<file path="src/rtl/instruction_sequencer.sv">
// ---------------------------------------------------------------------------
// instruction_sequencer
//
// Front-end sequencing stage of the 10-bit processor. It turns the raw
// execute push-button into a single-cycle step strobe and, on each step,
// advances the 2-bit timestep counter and optionally loads the instruction
// register from the shared bus. The controller's IRin / Clr outputs come
// back in here and only matter in the step cycle.
//
// Build option:
//   INSTR_SEQ_DEBOUNCE_EN defined   -> full debounce FSM (DBNC_CYCLES used)
//   INSTR_SEQ_DEBOUNCE_EN undefined -> step is the registered rising edge of
//                                      the synchronized button, no debounce
//
// Ports:
//   clk       in   system clock, rising edge
//   rst       in   asynchronous active-high reset
//   exec_btn  in   raw execute button (asynchronous to clk)
//   bus       in   shared data bus, IR load source
//   IRin      in   load INST from bus at the next step
//   Clr       in   return T to 0 at the next step
//   INST      out  instruction register
//   T         out  current timestep
//   step      out  one-cycle strobe, high in the cycle before T/INST update
// ---------------------------------------------------------------------------
module instruction_sequencer #(
    parameter int DBNC_CYCLES = 4,
    parameter int WIDTH       = 10
) (
    input  logic             clk,
    input  logic             rst,
    input  logic             exec_btn,
    input  logic [WIDTH-1:0] bus,
    input  logic             IRin,
    input  logic             Clr,
    output logic [WIDTH-1:0] INST,
    output logic [1:0]       T,
    output logic             step
);

    // Two-flop synchronizer; s_reg is the only view of the button.
    logic sync1_reg;
    logic s_reg;
    logic step_reg;

    always_ff @(posedge clk or posedge rst) begin
        if (rst) begin
            sync1_reg <= 1'b0;
            s_reg     <= 1'b0;
        end else begin
            sync1_reg <= exec_btn;
            s_reg     <= sync1_reg;
        end
    end

`ifdef INSTR_SEQ_DEBOUNCE_EN
    localparam int CNT_W = $clog2(DBNC_CYCLES);
    localparam logic [CNT_W-1:0] CNT_LAST = CNT_W'(DBNC_CYCLES - 1);

    typedef enum logic [1:0] {
        IDLE_LO,
        WAIT_HI,
        HELD_HI,
        WAIT_LO
    } dbnc_state_t;

    dbnc_state_t      state_reg, state_next;
    logic [CNT_W-1:0] cnt_reg, cnt_next;
    logic             step_next;

    always_ff @(posedge clk or posedge rst) begin
        if (rst) begin
            state_reg <= IDLE_LO;
            cnt_reg   <= '0;
            step_reg  <= 1'b0;
        end else begin
            state_reg <= state_next;
            cnt_reg   <= cnt_next;
            step_reg  <= step_next;
        end
    end

    // cnt counts consecutive samples that disagree with the accepted level;
    // the change is accepted on the sample that would make it DBNC_CYCLES.
    always_comb begin
        state_next = state_reg;
        cnt_next   = cnt_reg;
        step_next  = 1'b0;
        case (state_reg)
            IDLE_LO: begin
                if (s_reg) begin
                    state_next = WAIT_HI;
                    cnt_next   = CNT_W'(1);
                end
            end
            WAIT_HI: begin
                if (!s_reg) begin
                    state_next = IDLE_LO;
                    cnt_next   = '0;
                end else if (cnt_reg == CNT_LAST) begin
                    state_next = HELD_HI;
                    cnt_next   = '0;
                    step_next  = 1'b1;
                end else begin
                    cnt_next = cnt_reg + CNT_W'(1);
                end
            end
            HELD_HI: begin
                if (!s_reg) begin
                    state_next = WAIT_LO;
                    cnt_next   = CNT_W'(1);
                end
            end
            WAIT_LO: begin
                if (s_reg) begin
                    state_next = HELD_HI;
                    cnt_next   = '0;
                end else if (cnt_reg == CNT_LAST) begin
                    state_next = IDLE_LO;
                    cnt_next   = '0;
                end else begin
                    cnt_next = cnt_reg + CNT_W'(1);
                end
            end
            default: begin
                state_next = IDLE_LO;
                cnt_next   = '0;
            end
        endcase
    end
`else
    // Fast build: every rising edge of s is a step, bounces included.
    logic s_d_reg;

    always_ff @(posedge clk or posedge rst) begin
        if (rst) begin
            s_d_reg  <= 1'b0;
            step_reg <= 1'b0;
        end else begin
            s_d_reg  <= s_reg;
            step_reg <= s_reg & ~s_d_reg;
        end
    end

    // DBNC_CYCLES has no role in this build.
    logic dbnc_unused;
    assign dbnc_unused = (DBNC_CYCLES > 1);
`endif

    // Timestep / instruction register, touched only at the end of a step.
    logic [1:0]       t_reg;
    logic [WIDTH-1:0] inst_reg;

    always_ff @(posedge clk or posedge rst) begin
        if (rst) begin
            t_reg    <= 2'd0;
            inst_reg <= '0;
        end else if (step_reg) begin
            t_reg <= Clr ? 2'd0 : t_reg + 2'd1;
            if (IRin) begin
                inst_reg <= bus;
            end
        end
    end

    assign INST = inst_reg;
    assign T    = t_reg;
    assign step = step_reg;

endmodule

</file>
<file path="config.mk">
export PLATFORM = sky130hd
export DESIGN_NAME = instruction_sequencer
export DESIGN_NICKNAME = d
export VERILOG_FILES = /design/src/rtl/instruction_sequencer.sv
export SDC_FILE = /design/constraint.sdc
export NUM_CORES = 1
export LEC_CHECK = 0
export ABC_AREA = 1
export CAP_MARGIN = 10
export CORE_MARGIN = 2
export CORE_UTILIZATION = 39
export DETAILED_ROUTE_END_ITERATION = 7
export PLACE_DENSITY = 0.76
export SETUP_SLACK_MARGIN = 0.15
export SYNTH_ARGS = -nofsm -noshare
export SYNTH_HDL_FRONTEND = slang
export SYNTH_SLANG_ARGS = --single-unit
</file>
<file path="constraint.sdc">
create_clock -name clk -period 1.06 [get_ports clk]
set_input_delay 0.106 -clock clk [delete_from_list [all_inputs] [get_ports clk]]
set_output_delay 0.106 -clock clk [all_outputs]
set_load 0.005 [all_outputs]
</file>
==> results of run 1 <==
==> layer usage <==
layer / vias to the layer above / wire, µm
li1: 276 / -
met1: 269 / 574
met2: 21 / 702
met3: 5 / 101
met4: 0 / 44
met5: - / 0
==> power breakdown <==
group | total (µW) | internal [µW] | leakage, µW | switching (µW)
clock network | 310 | 132 | 0.0000138 | 178
registers | 734 | 695 | 0.000197 | 38.7
logic | 388 | 225 | 0.000310 | 163
total | 1430 | 1050 | 0.000520 | 380
==> synthesized netlist by cell type <==
| cell | instances |
|---|---|
| clkbuf_8 | 1 |
| nand3_1 | 11 |
| inv_1 | 3 |
| nand2_1 | 23 |
| nand2_2 | 1 |
| buf_12 | 1 |
| dfrtp_1 | 16 |
| buf_6 | 1 |
| o21ai_0 | 1 |
| nor2_1 | 3 |
| a21oi_1 | 1 |
==> cells by family (layout without fill, tap and decap cells) <==
group	Yosys count	in the layout	share of synthesized area (%)
AOI/OAI and AO/OA	2	2	1.60
and+or+nand+nor	38	38	25.4
DFF	16	16	64.0
buffers and inverters	6	46	9.00
==> metrics by stage <==
stage                     power [µW]  utilization, %  instance area (µm²)
after floorplan                  870               -                  626
after global placement          1100            59.8                  901
after detailed placement        1110            59.8                  901
after CTS                       1410            60.5                  912
after global routing            1510            62.6                  943
final                           1430            62.6                  943
==> final cells by class <==
type,instances,area share [%]
Sequential cell,16,42.4
Timing Repair Buffer,40,32.5
Multi-Input combinational cell,40,19.4
Clock buffer,3,2.39
Tap cell,16,2.12
Inverter,3,1.19
==> how the worst min path moves through the flow <==
stage,cells after the start,startpoint,end
after floorplan,1,rst,INST[0]
after global placement,0,sync1_reg,s_reg
after CTS,3,rst,INST[9]
final,3,rst,INST[9]
after detailed placement,0,sync1_reg,s_reg
after global routing,3,rst,step
==> repair_timing <==
item / CTS / global route
resized for setup: 54 / 3
setup buffers: 6 / 3
pin swaps: 0 / 1
setup endpoints to repair: 23 / 25
==> placed cells by master (no fill, tap or decap), drive strengths merged <==
cell type      instances
nand3                 11
nand2                 24
dfrtp                 16
a21oi                  1
buf                   26
nor2                   3
inv                    3
o21ai                  1
clkbuf                 3
clkdlybuf4s50         14
==> worst max-delay path: stages, from the launching register on <==
cell and delay [ps]:
dfrtp_1 380, buf_4 130, buf_4 140, o21ai_1 130
nor2_1 50
==> key figures, run 1 <==
Status
  – Status: finished, final reports clean

Floorplan
  – Initial core utilization: slightly above 40%
  – Die Y: about 44 µm
  – Die Area: 1940 µm²
  – Core Box Area: around 1500 µm²
  – IO Count: 28
  – Row Count: 14
  – Die width: 44.1 µm

Logic synthesis
  – Synth warnings: 0
  – Synth Cell Area: 626 µm²
  – Synth cell types: 11
  – Register bit count reported by yosys: 16
  – Post-synthesis sequential area ratio: 64.0%
  – Syn Inst Count: 62
  – Area leader, netlist: dfrtp_1
  – Synth area leaders: dfrtp_1, nand2_1, nand3_1, buf_12, clkbuf_8
  – Yosys top cell area share: between 60% and 70%
  – Mean Syn Cell Area: between 10 and 15 µm²
  – Post-Syn Nets: slightly below 80

Setup path
  – Worst r2r src: T[0]
  – Worst R2R Setup Slack: between 100 and 150 ps
  – Setup CP Type: reg2reg
  – FF-to-FF path depth: 4
  – Crit path to: T[0]
  – Arrival @ worst endpoint: 1100 ps
  – Beginning of the critical path: T[0]
  – Worst path required time: roughly 1200 ps
  – CP startpoint kind: register
  – Crit. End Element: register
  – Largest fanout on the critical path: 4
  – Worst flop-to-flop path endpoint: T[0]

Clock tree
  – Num Clock Sinks: 16
  – Clock buffer count from CTS: 3
  – Post-CTS Hold Fix Bufs: 0
  – Clk slew on worst S/H paths: about 80 ps
  – Clk root buf: clkbuf_4
  – Worst-skew pair later-pin latency: between 200 and 300 ps
  – H-tree depth: 1
  – CTS tree: built
  – Max clock buf depth: 2

STA
  – F_max: around 1100 MHz
  – Final Hold Viols: 0
  – Tmin final: roughly 920 ps
  – Tightest Pin Transition: 208 ps
  – Final Worst Setup Slack: 142 ps
  – Final Max Slew Viols: 0
  – Fin crit share: between 80% and 90%
  – Worst Hold Slack: around 120 ps
  – Fin Clk Skew: between 2 and 2.5 ps
  – Slew headroom: between 80 and 90%
  – Unrepaired setup endpoints after global routing: true
  – Final setup viols: 0
  – Setup TNS: 0 ps

Global route
  – Grt ovf: 0
  – Global Route Usage Sum: between 10% and 20%
  – First-pass GRT wire length: 2140 µm
  – Initial antenna violation count: 0
  – Largest net degree at the start of global routing: 17
  – Met1 global-route usage: approximately 17%
  – Global routing usage on met2: approximately 27%
  – GRT busiest layer: met2
  – Met3 Track Usage GR: 2.86%
  – Vias in the first global route: between 500 and 600

Final layout
  – Max reg flops: 10
  – ANT cells: 0
  – Register area: ~400 µm²
  – Fillers: between 100 and 150
  – Multi-input gate area: about 180 µm²
  – Synth-to-layout area growth: 50.8%
  – Layout Cells excl Fill: about 120
  – Nets: between 100 and 150
  – Layout cell share with drive strength beyond 1: a little under a third

Drt
  – Final ANT Viol Nets: 0
  – Final WL: ~1400 µm
  – Avg WL per Cell: 12.1 µm
  – Drt via density: 4.84
  – DR iter-0 viols: 8
  – Vias: between 500 and 600
  – Residual DRC: 0
  – Number of detailed-route iterations in the first pass: 4

Worst hold path
  – Worst hold-check path type: in2async

Placement
  – DP HPWL: 925 µm
  – Setup WS pre-CTS: 45.7 ps
  – GP Congestion: around 0.7
  – Placed insts: approximately 110
  – Number of I/O port buffers: 27

Power and ir drop
  – Leak pwr: approximately 0.00052 µW
  – Maximum VDD drop: 886 µV
  – Pwr Density: 1520 nW/µm²

Job
  – Maximum capacitance violations: 0
(Power assumes the default switching activity.)
==> run 2, diff against run 1 <==
--- a/config.mk
+++ b/config.mk
@@ -8,9 +8,9 @@
 export ABC_AREA = 1
 export CAP_MARGIN = 10
 export CORE_MARGIN = 2
-export CORE_UTILIZATION = 39
+export CORE_UTILIZATION = 30
 export DETAILED_ROUTE_END_ITERATION = 7
-export PLACE_DENSITY = 0.76
+export PLACE_DENSITY_LB_ADDON = 0.08
 export SETUP_SLACK_MARGIN = 0.15
 export SYNTH_ARGS = -nofsm -noshare
 export SYNTH_HDL_FRONTEND = slang
==> run 2 against run 1 <==
Against the previous run: clock power grew 27%; via count is 4.2% lower; utilization shrank 13 points; hold slack worse by 12 ps; maximum frequency down 1.0%; sequential cell count stayed put; first-iteration DRC count fell by 13%; combinational power shrank 2%; register-to-register slack improved by 20 ps; routed wire length is 5.5% lower; largest power group unchanged.
==> key figures, run 2 (same netlist as run 1, synthesis figures left out) <==
Status
  – Status: finished, final reports clean

Final layout
  – Commonest non-fill, non-tap cell in the layout: nand2_1
  – Most frequent cells in the layout: nand2_1, dfrtp_1, clkdlybuf4s50_1, buf_4, buf_2
  – Nets: about 120
  – ANT cells: 0
  – Synth-to-layout area growth: 56.2%
  – Max reg flops: 10
  – Layout cell share with drive strength beyond 1: 31.4%

Clock tree
  – Clk root buf: clkbuf_4
  – Num Clock Sinks: 16
  – Clock buffer count from CTS: 3
  – CTS tree: built
  – H-tree depth: 1
  – Worst-skew pair later-pin latency: about 280 ps
  – Post-CTS Hold Fix Bufs: 0
  – Max clock buf depth: 2
  – Clk slew on worst S/H paths: 100 ps

Setup path
  – CP cell instances: buf_2
  – CP startpoint kind: register
  – Critical-path top delay cell: dfrtp_1
  – WP buf/inv: 1
  – Arrival @ worst endpoint: 820 ps
  – Worst path required time: approximately 950 ps
  – Setup CP Type: reg2out
  – Largest fanout on the critical path: 2
  – Crit. End Element: output port
  – Top delay family on crit path: flip-flops
  – CP peak stage delay: 410 ps

Global route
  – Largest net degree at the start of global routing: 17
  – Initial antenna violation count: 0
  – Global Route Usage Sum: a little under an eighth
  – Met1 global-route usage: between 10 and 15%
  – Global routing usage on met2: 19.1%
  – Met3 Track Usage GR: 4.55%
  – GRT busiest layer: met2
  – Grt ovf: 0
  – First-pass GRT wire length: about 2200 µm
  – Vias in the first global route: 510

Drt
  – DR iter-0 viols: 7
  – Final WL: around 1300 µm
  – Avg WL per Cell: slightly above 10 µm
  – Final ANT Viol Nets: 0
  – Number of detailed-route iterations in the first pass: 2
  – Vias: 547
  – Drt via density: between 4 and 5
  – Residual DRC: 0

Placement
  – DP HPWL: approximately 880 µm
  – Number of I/O port buffers: 27
  – GP Congestion: around 0.63

STA
  – Unrepaired setup endpoints after global routing: true
  – Tmin final: between 900 and 1000 ps
  – Slew headroom: between 80% and 90%
  – Setup TNS: 0 ps
  – Final setup viols: 0
  – Fin Clk Skew: between 8 and 9 ps
  – Fin crit share: between 80 and 90%
  – Tightest Pin Transition: ~200 ps
  – Final Hold Viols: 0
  – Final Max Slew Viols: 0
  – Worst Hold Slack: 109 ps
  – F_max: ~1100 MHz

Floorplan
  – Initial core utilization: 31.9%
  – Core Box Area: about 2000 µm²
  – Die Y: 49.7 µm
  – Die Area: ~2500 µm²
  – Row Count: 16
  – IO Count: 28
  – Die width: 49.7 µm

Power and ir drop
  – Maximum VDD drop: 817 µV
  – Leak pwr: 0.000536 µW
  – Pwr Density: 1540 nW/µm²

Worst hold path
  – Worst hold-check path type: in2async

Job
  – Maximum capacitance violations: 0
-- run 2: changes by cell type in the layout (fill, tap and decap cells not counted), sizes merged --
cell and change:
buf +1, clkbuf +2
-- run 2: metal layers --
layer	wire length [µm]	share of wire, %
met5	0	0
met4	13	0.97
met2	666	50
met3	106	7.9
met1	559	42
-- run 2: power breakdown --
group	total (µW)	switching (µW)	internal (µW)	leakage (µW)
clock network	395	186	209	0.0000210
logic	380	146	234	0.000318
registers	734	38.6	695	0.000197
-- run 2: area by class of cell --
cell class	instances	area (µm²)
Clock buffer	4	36.3
Fill cell	201	985
Inverter	3	11.3
Multi-Input combinational cell	40	174
Sequential cell	16	400
Tap cell	27	33.8
Timing Repair Buffer	42	322
-- run 2: what timing repair did --
| item | CTS | global route |
|---|---|---|
| gates resized for setup | 52 | 1 |
| gates cloned | 0 | 0 |
| buffers inserted | 5 | 5 |
| pin swaps | 0 | 0 |
| endpoints found under the setup margin | 24 | 24 |
-- run 2: tightest hold or removal path, cell delays in order --
cell	delay (ps)
clkdlybuf4s50_1	390
inv_1	50
buf_4	220
-- run 2: final timing paths --
kind                                  end  startpoint  depth (start not counted)  slack (ps)
worst max-delay path                 step        step                          1         130
worst min-delay path                 step         rst                          3         110
worst max register to register    INST[9]        step                          4         160
worst min register to register      s_reg   sync1_reg                          0         360
max in group asynchronous         INST[4]         rst                          3         770
min in group clk                sync1_reg    exec_btn                          1         260
-- run 2: metrics by stage --
step                instances  worst slack [ps]  power (µW)  utilization [%]  area (µm²)
finish                    132               132        1510             49.8         977
global route              132              78.2        1610             49.8         977
CTS                       127              76.7        1480             48.2         945
detailed placement        118              14.3        1110             47.0         922
global placement          118              12.9        1110             47.0         922
floorplan                  62               194         870                -         626
